File: config.mk
export PLATFORM = sky130hd
export DESIGN_NAME = multicycle_controller_flat
export DESIGN_NICKNAME = d
export VERILOG_FILES = /design/src/rtl/multicycle_controller_if.sv /design/src/rtl/multicycle_controller.sv /design/src/flat_wrapper.sv
export SDC_FILE = /design/constraint.sdc
export NUM_CORES = 1
export LEC_CHECK = 0
export CAP_MARGIN = 10
export CORE_UTILIZATION = 39
export DETAILED_ROUTE_END_ITERATION = 6
export PLACE_DENSITY_LB_ADDON = 0.12
export SYNTH_ARGS = -nofsm -noshare
export SYNTH_HDL_FRONTEND = slang
export SYNTH_SLANG_ARGS = --single-unit
File: constraint.sdc
create_clock -name clk -period 2.7 [get_ports clk]
set_input_delay 0.54 -clock clk [delete_from_list [all_inputs] [get_ports clk]]
set_output_delay 0.54 -clock clk [all_outputs]
set_load 0.01 [all_outputs]
File: src/rtl/multicycle_controller_if.sv
// Control bundle between the multicycle controller and the shared memory/ALU datapath.
// The controller takes the master side; the datapath (instruction register, ALU) takes the slave side.
interface multicycle_controller_if #(
    parameter int ALUCTRL_W = 4
);
    logic [3:0]           Cond;
    logic [1:0]           Op;
    logic [5:0]           Funct;
    logic [3:0]           Rd;
    logic [3:0]           ALUFlags;

    logic                 IRWrite;
    logic                 AdrSrc;
    logic [1:0]           ResultSrc;
    logic                 ALUSrcA;
    logic [1:0]           ALUSrcB;
    logic [1:0]           ImmSrc;
    logic [1:0]           RegSrc;
    logic [ALUCTRL_W-1:0] ALUControl;
    logic                 mov_selec;
    logic                 PCWrite;
    logic                 RegWrite;
    logic                 MemWrite;
    logic [3:0]           Flags;
    logic [3:0]           State;

    modport master (
        input  Cond, Op, Funct, Rd, ALUFlags,
        output IRWrite, AdrSrc, ResultSrc, ALUSrcA, ALUSrcB, ImmSrc, RegSrc,
               ALUControl, mov_selec, PCWrite, RegWrite, MemWrite, Flags, State
    );

    modport slave (
        output Cond, Op, Funct, Rd, ALUFlags,
        input  IRWrite, AdrSrc, ResultSrc, ALUSrcA, ALUSrcB, ImmSrc, RegSrc,
               ALUControl, mov_selec, PCWrite, RegWrite, MemWrite, Flags, State
    );
endinterface

File: src/rtl/multicycle_controller.sv
// Multicycle ARM control unit: steps each instruction through an FSM, keeps the
// NZCV register and gates every architectural write with the condition field.
module multicycle_controller #(
    parameter int       ALUCTRL_W = 4,
    parameter bit [3:0] FLAG_RST  = 4'b0000,
    parameter bit       HAS_COND  = 1'b1
) (
    input  logic                    clk,
    input  logic                    rst_n,
    multicycle_controller_if.master bus
);

    localparam logic [3:0] S_FETCH  = 4'd0;
    localparam logic [3:0] S_DECODE = 4'd1;
    localparam logic [3:0] S_MEMADR = 4'd2;
    localparam logic [3:0] S_MEMRD  = 4'd3;
    localparam logic [3:0] S_MEMWB  = 4'd4;
    localparam logic [3:0] S_MEMWR  = 4'd5;
    localparam logic [3:0] S_EXECR  = 4'd6;
    localparam logic [3:0] S_EXECI  = 4'd7;
    localparam logic [3:0] S_ALUWB  = 4'd8;
    localparam logic [3:0] S_BRANCH = 4'd9;

    localparam logic [3:0] ALU_ADD = 4'b0000;
    localparam logic [3:0] ALU_SUB = 4'b0001;
    localparam logic [3:0] ALU_AND = 4'b0101;
    localparam logic [3:0] ALU_ORR = 4'b0110;
    localparam logic [3:0] ALU_EOR = 4'b0111;
    localparam logic [3:0] ALU_MOV = 4'b1000;

    logic [3:0] state;
    logic [3:0] state_next;
    logic [3:0] flags;
    logic       cond_raw;
    logic       cond_ex;

    logic [3:0] alu_ctrl;
    logic       alu_known;
    logic       alu_writes;
    logic       alu_mov;
    logic       in_exec;
    logic       flag_we;

    logic       ir_write;
    logic       adr_src;
    logic [1:0] result_src;
    logic       alu_src_a;
    logic [1:0] alu_src_b;
    logic [3:0] alu_control;
    logic       mov_sel;
    logic       pc_write;
    logic       reg_write;
    logic       mem_write;
    logic [1:0] imm_src;

    logic n_flag, z_flag, c_flag, v_flag;
    assign {n_flag, z_flag, c_flag, v_flag} = flags;

    // Condition evaluation against the registered flags; 1111 behaves as "never".
    always_comb begin
        cond_raw = 1'b0;
        case (bus.Cond)
            4'b0000: cond_raw = z_flag;
            4'b0001: cond_raw = ~z_flag;
            4'b0010: cond_raw = c_flag;
            4'b0011: cond_raw = ~c_flag;
            4'b0100: cond_raw = n_flag;
            4'b0101: cond_raw = ~n_flag;
            4'b0110: cond_raw = v_flag;
            4'b0111: cond_raw = ~v_flag;
            4'b1000: cond_raw = c_flag & ~z_flag;
            4'b1001: cond_raw = ~c_flag | z_flag;
            4'b1010: cond_raw = (n_flag == v_flag);
            4'b1011: cond_raw = (n_flag != v_flag);
            4'b1100: cond_raw = ~z_flag & (n_flag == v_flag);
            4'b1101: cond_raw = z_flag | (n_flag != v_flag);
            4'b1110: cond_raw = 1'b1;
            default: cond_raw = 1'b0;
        endcase
    end

    assign cond_ex = HAS_COND ? cond_raw : 1'b1;

    // Data-processing decode; unknown commands fall back to ADD with no register or flag write.
    always_comb begin
        alu_ctrl   = ALU_ADD;
        alu_known  = 1'b1;
        alu_writes = 1'b1;
        alu_mov    = 1'b0;
        case (bus.Funct[4:1])
            4'b0100: alu_ctrl = ALU_ADD;
            4'b0010: alu_ctrl = ALU_SUB;
            4'b0000: alu_ctrl = ALU_AND;
            4'b1100: alu_ctrl = ALU_ORR;
            4'b0001: alu_ctrl = ALU_EOR;
            4'b1101: begin
                alu_mov  = 1'b1;
                alu_ctrl = bus.Funct[5] ? ALU_ADD : ALU_MOV;
            end
            4'b1010: begin
                alu_ctrl   = ALU_SUB;
                alu_writes = 1'b0;
            end
            4'b1011: begin
                alu_ctrl   = ALU_ADD;
                alu_writes = 1'b0;
            end
            4'b1000: begin
                alu_ctrl   = ALU_AND;
                alu_writes = 1'b0;
            end
            default: begin
                alu_ctrl   = ALU_ADD;
                alu_known  = 1'b0;
                alu_writes = 1'b0;
            end
        endcase
    end

    assign in_exec = (state == S_EXECR) || (state == S_EXECI);
    assign flag_we = in_exec && bus.Funct[0] && cond_ex && alu_known;

    always_comb begin
        state_next = S_FETCH;
        case (state)
            S_FETCH:  state_next = S_DECODE;
            S_DECODE: begin
                case (bus.Op)
                    2'b01:   state_next = S_MEMADR;
                    2'b00:   state_next = bus.Funct[5] ? S_EXECI : S_EXECR;
                    2'b10:   state_next = S_BRANCH;
                    default: state_next = S_FETCH;
                endcase
            end
            S_MEMADR: state_next = bus.Funct[0] ? S_MEMRD : S_MEMWR;
            S_MEMRD:  state_next = S_MEMWB;
            S_EXECR,
            S_EXECI:  state_next = alu_writes ? S_ALUWB : S_FETCH;
            default:  state_next = S_FETCH;
        endcase
    end

    always_ff @(posedge clk or negedge rst_n) begin
        if (!rst_n) begin
            state <= S_FETCH;
        end else begin
            state <= state_next;
        end
    end

    // C and V only move for arithmetic ops; logical ops leave them as they were.
    always_ff @(posedge clk or negedge rst_n) begin
        if (!rst_n) begin
            flags <= FLAG_RST;
        end else if (flag_we) begin
            flags[3:2] <= bus.ALUFlags[3:2];
            if ((alu_ctrl == ALU_ADD) || (alu_ctrl == ALU_SUB)) begin
                flags[1:0] <= bus.ALUFlags[1:0];
            end
        end
    end

    always_comb begin
        ir_write    = 1'b0;
        adr_src     = 1'b0;
        result_src  = 2'b00;
        alu_src_a   = 1'b0;
        alu_src_b   = 2'b00;
        alu_control = ALU_ADD;
        mov_sel     = 1'b0;
        pc_write    = 1'b0;
        reg_write   = 1'b0;
        mem_write   = 1'b0;
        case (state)
            S_FETCH: begin
                ir_write   = 1'b1;
                alu_src_a  = 1'b1;
                alu_src_b  = 2'b10;
                result_src = 2'b10;
                pc_write   = 1'b1;
            end
            S_DECODE: begin
                alu_src_a  = 1'b1;
                alu_src_b  = 2'b10;
                result_src = 2'b10;
            end
            S_MEMADR: begin
                alu_src_b   = 2'b01;
                alu_control = ALU_ADD;
            end
            S_MEMRD: adr_src = 1'b1;
            S_MEMWB: begin
                result_src = 2'b01;
                reg_write  = cond_ex;
            end
            S_MEMWR: begin
                adr_src   = 1'b1;
                mem_write = cond_ex;
            end
            S_EXECR,
            S_EXECI: begin
                alu_src_b   = (state == S_EXECI) ? 2'b01 : 2'b00;
                alu_control = alu_ctrl;
                mov_sel     = alu_mov;
            end
            S_ALUWB: begin
                result_src = 2'b00;
                reg_write  = cond_ex;
                pc_write   = cond_ex && (bus.Rd == 4'd15);
            end
            S_BRANCH: begin
                alu_src_b  = 2'b01;
                result_src = 2'b10;
                pc_write   = cond_ex;
            end
            default: ;
        endcase
    end

    always_comb begin
        case (bus.Op)
            2'b01:   imm_src = 2'b01;
            2'b10:   imm_src = 2'b10;
            default: imm_src = 2'b00;
        endcase
    end

    always_comb begin
        bus.ALUControl      = '0;
        bus.ALUControl[3:0] = alu_control;
    end

    // Write enables are forced low while reset is held so nothing leaks out of FETCH.
    assign bus.IRWrite   = ir_write & rst_n;
    assign bus.PCWrite   = pc_write & rst_n;
    assign bus.RegWrite  = reg_write & rst_n;
    assign bus.MemWrite  = mem_write & rst_n;
    assign bus.AdrSrc    = adr_src;
    assign bus.ResultSrc = result_src;
    assign bus.ALUSrcA   = alu_src_a;
    assign bus.ALUSrcB   = alu_src_b;
    assign bus.mov_selec = mov_sel;
    assign bus.ImmSrc    = imm_src;
    assign bus.RegSrc    = {(bus.Op == 2'b01) & ~bus.Funct[0], (bus.Op == 2'b10)};
    assign bus.Flags     = flags;
    assign bus.State     = state;

endmodule

File: src/flat_wrapper.sv
// flat-port wrapper written by rule: the top's interface ports become plain ports
module multicycle_controller_flat 
#(
    parameter int       ALUCTRL_W = 4,
    parameter bit [3:0] FLAG_RST  = 4'b0000,
    parameter bit       HAS_COND  = 1'b1
)
  (clk, rst_n, bus_Cond, bus_Op, bus_Funct, bus_Rd, bus_ALUFlags, bus_IRWrite, bus_AdrSrc, bus_ResultSrc, bus_ALUSrcA, bus_ALUSrcB, bus_ImmSrc, bus_RegSrc, bus_ALUControl, bus_mov_selec, bus_PCWrite, bus_RegWrite, bus_MemWrite, bus_Flags, bus_State);
  multicycle_controller_if #(.ALUCTRL_W(ALUCTRL_W)) bus_i ();
  input  logic clk;
  input  logic rst_n;
  input wire logic [$bits(bus_i.Cond)-1:0] bus_Cond;
  input wire logic [$bits(bus_i.Op)-1:0] bus_Op;
  input wire logic [$bits(bus_i.Funct)-1:0] bus_Funct;
  input wire logic [$bits(bus_i.Rd)-1:0] bus_Rd;
  input wire logic [$bits(bus_i.ALUFlags)-1:0] bus_ALUFlags;
  output wire logic [$bits(bus_i.IRWrite)-1:0] bus_IRWrite;
  output wire logic [$bits(bus_i.AdrSrc)-1:0] bus_AdrSrc;
  output wire logic [$bits(bus_i.ResultSrc)-1:0] bus_ResultSrc;
  output wire logic [$bits(bus_i.ALUSrcA)-1:0] bus_ALUSrcA;
  output wire logic [$bits(bus_i.ALUSrcB)-1:0] bus_ALUSrcB;
  output wire logic [$bits(bus_i.ImmSrc)-1:0] bus_ImmSrc;
  output wire logic [$bits(bus_i.RegSrc)-1:0] bus_RegSrc;
  output wire logic [$bits(bus_i.ALUControl)-1:0] bus_ALUControl;
  output wire logic [$bits(bus_i.mov_selec)-1:0] bus_mov_selec;
  output wire logic [$bits(bus_i.PCWrite)-1:0] bus_PCWrite;
  output wire logic [$bits(bus_i.RegWrite)-1:0] bus_RegWrite;
  output wire logic [$bits(bus_i.MemWrite)-1:0] bus_MemWrite;
  output wire logic [$bits(bus_i.Flags)-1:0] bus_Flags;
  output wire logic [$bits(bus_i.State)-1:0] bus_State;
  assign bus_i.Cond = bus_Cond;
  assign bus_i.Op = bus_Op;
  assign bus_i.Funct = bus_Funct;
  assign bus_i.Rd = bus_Rd;
  assign bus_i.ALUFlags = bus_ALUFlags;
  assign bus_IRWrite = bus_i.IRWrite;
  assign bus_AdrSrc = bus_i.AdrSrc;
  assign bus_ResultSrc = bus_i.ResultSrc;
  assign bus_ALUSrcA = bus_i.ALUSrcA;
  assign bus_ALUSrcB = bus_i.ALUSrcB;
  assign bus_ImmSrc = bus_i.ImmSrc;
  assign bus_RegSrc = bus_i.RegSrc;
  assign bus_ALUControl = bus_i.ALUControl;
  assign bus_mov_selec = bus_i.mov_selec;
  assign bus_PCWrite = bus_i.PCWrite;
  assign bus_RegWrite = bus_i.RegWrite;
  assign bus_MemWrite = bus_i.MemWrite;
  assign bus_Flags = bus_i.Flags;
  assign bus_State = bus_i.State;
  multicycle_controller #(.ALUCTRL_W(ALUCTRL_W), .FLAG_RST(FLAG_RST), .HAS_COND(HAS_COND)) u_core (.clk(clk), .rst_n(rst_n), .bus(bus_i));
endmodule
==> summary.md <==
| Metric | Value |
|---|---|
| Setup WS post-layout | `~0.075 ns` |
| Syn_nets | `roughly 140` |
| H-tree Lvls | `1` |
| Combinational share of power | `67.2%` |
| Mapped cell area | `between 800 and 900 µm²` |
| CTS tree | `done` |
| Distinct cells, synth | `52` |
| Met1 Use GR | `about a quarter` |
| Worst setup SP type | `input port` |
| Fin Hold WS | `between 0.6 and 0.7 ns` |
| I/O pins | `49` |
| Routing usage on met2 | `between 30% and 40%` |
| Post-detail-place hpwl | `2050 µm` |
| Slew headroom | `~74%` |
| P_int | `about 0.00064 W` |
| Peak supply drop | `around 470 µV` |
| Sw Pwr | `between 0.0004 and 0.0005 W` |
| Peak fanout along the critical path | `9` |
| First DRT Iteration DRCs | `21` |
| Maxcap violations | `0` |
| First-pass GRT wire length | `around 4200 µm` |
| Status | `completed` |
| Routed WL | `about 2700 µm` |
| Crit. End Element | `primary output` |
| Die width | `50.0 µm` |
| CTS sink count | `8` |
| Port-buffer cells | `48` |
| GPL Wtd Cong | `about 0.85` |
| Setup TNS | `0 ns` |
| Fmax | `~380 MHz` |
| Min-Delay Path Class | `input port to asynchronous set/reset pin` |
| Worst skew pair latency | `about 0.25 ns` |
| Row count | `17` |
| Gr usage total | `22.1%` |
| # DRC | `0` |
| Hold Buf Count CTS | `0` |
| CTS buffer count | `3` |
| Gr ovfl total | `0` |
| EDFF count, synth | `0` |
| Vias per cell | `roughly 5.6` |
| Least-Margin Pin Slew | `~0.39 ns` |
| Fin crit share | `approximately 97%` |
| Cell Chain, Critical Path | `dlygate4sd2_1, nor4b_1, o21ai_2, nand4_2, nand2_2, buf_6, nor3_2, buf_2` |
| Overall power | `0.00110 W` |
| CP peak stage delay | `roughly 0.44 ns` |
| Initial antenna violation count | `0` |
| Grt met3 use | `about 3.7%` |
| Endpoints failing hold | `0` |
| Critical Path RT | `around 2.2 ns` |
| Max clock buf depth | `2` |
| Root Buffer | `clkbuf_4` |
| #FFs+latches synth | `8` |
| Die height | `approximately 50 µm` |
| Slowest CP cell | `nor4b_1` |
| Async SR Flop Fraction | `100%` |
| Worst-path clk slew | `0.05 ns` |
| Leakage power | `0.637 nW` |
| WL per Instance | `13.5 µm` |
| Antenna viol nets, final | `0` |
| Initial Utilization | `approximately two fifths` |
| Max-slew violations | `0` |
| Pwr dens | `just over 700 mW/mm²` |
| GR peak layer | `met2` |
| Util after Layout | `between 60% and 70%` |
| Reg power frac | `25.0%` |
| Tmin final | `2.62 ns` |
| R2R Setup Slk | `approximately 0.44 ns` |
| Routed vias | `around 1100` |
| Avg Inst Size Synth | `~8.0 µm²` |
| Post-synthesis sequential area ratio | `22.3%` |
| Worst Path Arrival | `around 2.1 ns` |
| Top_reg_cell synth | `dfrtp_1` |
| Fill count | `approximately 190` |
| Place WS | `-0.648 ns` |
| Nets | `194` |
| Core area | `0.00219 mm²` |
| Vias in the first global route | `just under 1000` |
| Die area | `approximately 0.0025 mm²` |
| Synth warn | `0` |
| Crit Path Category | `input port to primary output` |
| N_diodes | `0` |
| Clk_skew | `between 0.003 and 0.004 ns` |
| Clock share of power | `under 10%` |
| Drt pass-1 iters | `4` |
| Post-synthesis cell count | `between 100 and 150` |
| Switching Fraction | `between 40% and 50%` |
| Area grow syn2layout | `69.4%` |
| Largest net degree at the start of global routing | `11` |
| Endpoints failing setup | `0` |
| Fraction of layout cells with a size suffix above 1 | `~25%` |
[layout make-up]
| cell class | count | area (µm²) | share of cell area, % |
|---|---|---|---|
| Multi-Input combinational cell | 88 | 658 | 43.3 |
| Timing Repair Buffer | 64 | 578 | 38.0 |
| Sequential cell | 8 | 201 | 13.2 |
| Tap cell | 28 | 35.0 | 2.30 |
| Inverter | 7 | 26.3 | 1.73 |
| Clock buffer | 3 | 22.5 | 1.48 |
[worst paths after layout]
path                                                      start                               to  depth (start not counted)
worst max register to register  u_core.bus.Flags[3]$_DFFE_PN0P_  u_core.bus.Flags[3]$_DFFE_PN0P_                          9
worst min-delay path                                      rst_n    u_core.bus.State[1]$_DFF_PN0_                          2
worst max-delay path                                bus_Cond[1]                     bus_MemWrite                          8
min in group clk                u_core.bus.Flags[1]$_DFFE_PN0P_  u_core.bus.Flags[1]$_DFFE_PN0P_                          1
worst min register to register  u_core.bus.Flags[1]$_DFFE_PN0P_  u_core.bus.Flags[1]$_DFFE_PN0P_                          1
max in group asynchronous                                 rst_n    u_core.bus.State[2]$_DFF_PN0_                          2
[per-stage QoR]
stage | cells | area (µm²)
2_1_floorplan | 113 | 898
3_3_place_gp | 191 | 1450
3_5_place_dp | 191 | 1450
4_1_cts | 197 | 1490
5_1_grt | 198 | 1520
6_report | 198 | 1520
[per-layer routing]
layer	wire length, µm	up-vias
met1	1130	522
li1	-	530
met4	46	0
met5	0	-
met2	1320	52
met3	185	4
[cell usage in the layout (no fill, tap or decap), types with 2 or more instances in the layout]
cell type        instances
buf_2                    3
nor2b_1                  3
dlygate4sd2_1            4
dfrtp_1                  7
clkdlybuf4s50_1         39
nor2_1                  10
xnor2_1                  2
a21boi_0                 2
clkbuf_2                 2
mux2_4                   2
inv_1                    7
o21bai_1                 2
xor2_1                   2
nor3b_1                  3
a31oi_1                  2
nor3_1                   5
nand2_1                  6
a21oi_1                  5
nand3_1                  4
o21ai_0                  6
buf_6                    2
clkbuf_4                 3
buf_4                   14
[Yosys cell counts, types with 2 or more instances]
cell	count	area share, %
a21boi_0	2	1.7
nand3_1	4	2.2
nor3_1	6	3.3
a31oi_1	2	1.4
nand2b_1	2	1.4
xnor2_1	2	2.0
inv_1	7	2.9
buf_4	3	2.5
nor2b_1	3	2.1
dfrtp_1	8	22
o21ai_0	6	3.3
nor4b_1	2	2.0
clkbuf_1	4	1.7
xor2_1	2	2.0
nor3b_1	3	2.5
nor2_1	10	4.2
mux2_4	2	3.3
a21oi_1	5	2.8
o21bai_1	2	1.7
nand2_1	6	2.5
[kinds of logic (layout without fill, tap and decap cells)]
| family | after synthesis | count (layout) | synth area share, % |
|---|---|---|---|
| AO/OA/AOI/OAI | 31 | 31 | 25.5 |
| multiplexers | 4 | 4 | 5.85 |
| XOR/XNOR | 4 | 4 | 3.90 |
| buffers and inverters | 17 | 74 | 9.47 |
| AND/OR/NAND/NOR | 49 | 49 | 33.0 |
| flip-flops | 8 | 8 | 22.3 |
[power by group through the flow]
stage	logic (W)	registers, W	clock network, W
floorplan	0.000367	0.000247	0
global placement	0.000689	0.000260	0
detailed placement	0.000703	0.000264	0
CTS	0.000712	0.000264	0.0000899
global route	0.000793	0.000286	0.0000956
finish	0.000741	0.000275	0.0000863
[worst max-delay path: cells and delay by family]
family	cells	cell delay, ns
AO/OA/AOI/OAI	1	0.13
AND/OR/NAND/NOR	4	0.78
buffers and inverters	3	0.63
[flip-flops by register name, summed over array words and instances (netlist names)]
name and flops:
u_core.bus.Flags 4, u_core.bus.State 4
[repair_timing]
action / in CTS / in global routing
buffers inserted: 2 / 1
resized for setup: 21 / 12
cloned: 1 / 0
endpoints found under the setup margin: 6 / 5
pin swaps: 2 / 7
Power figures use the tool's default switching activity.
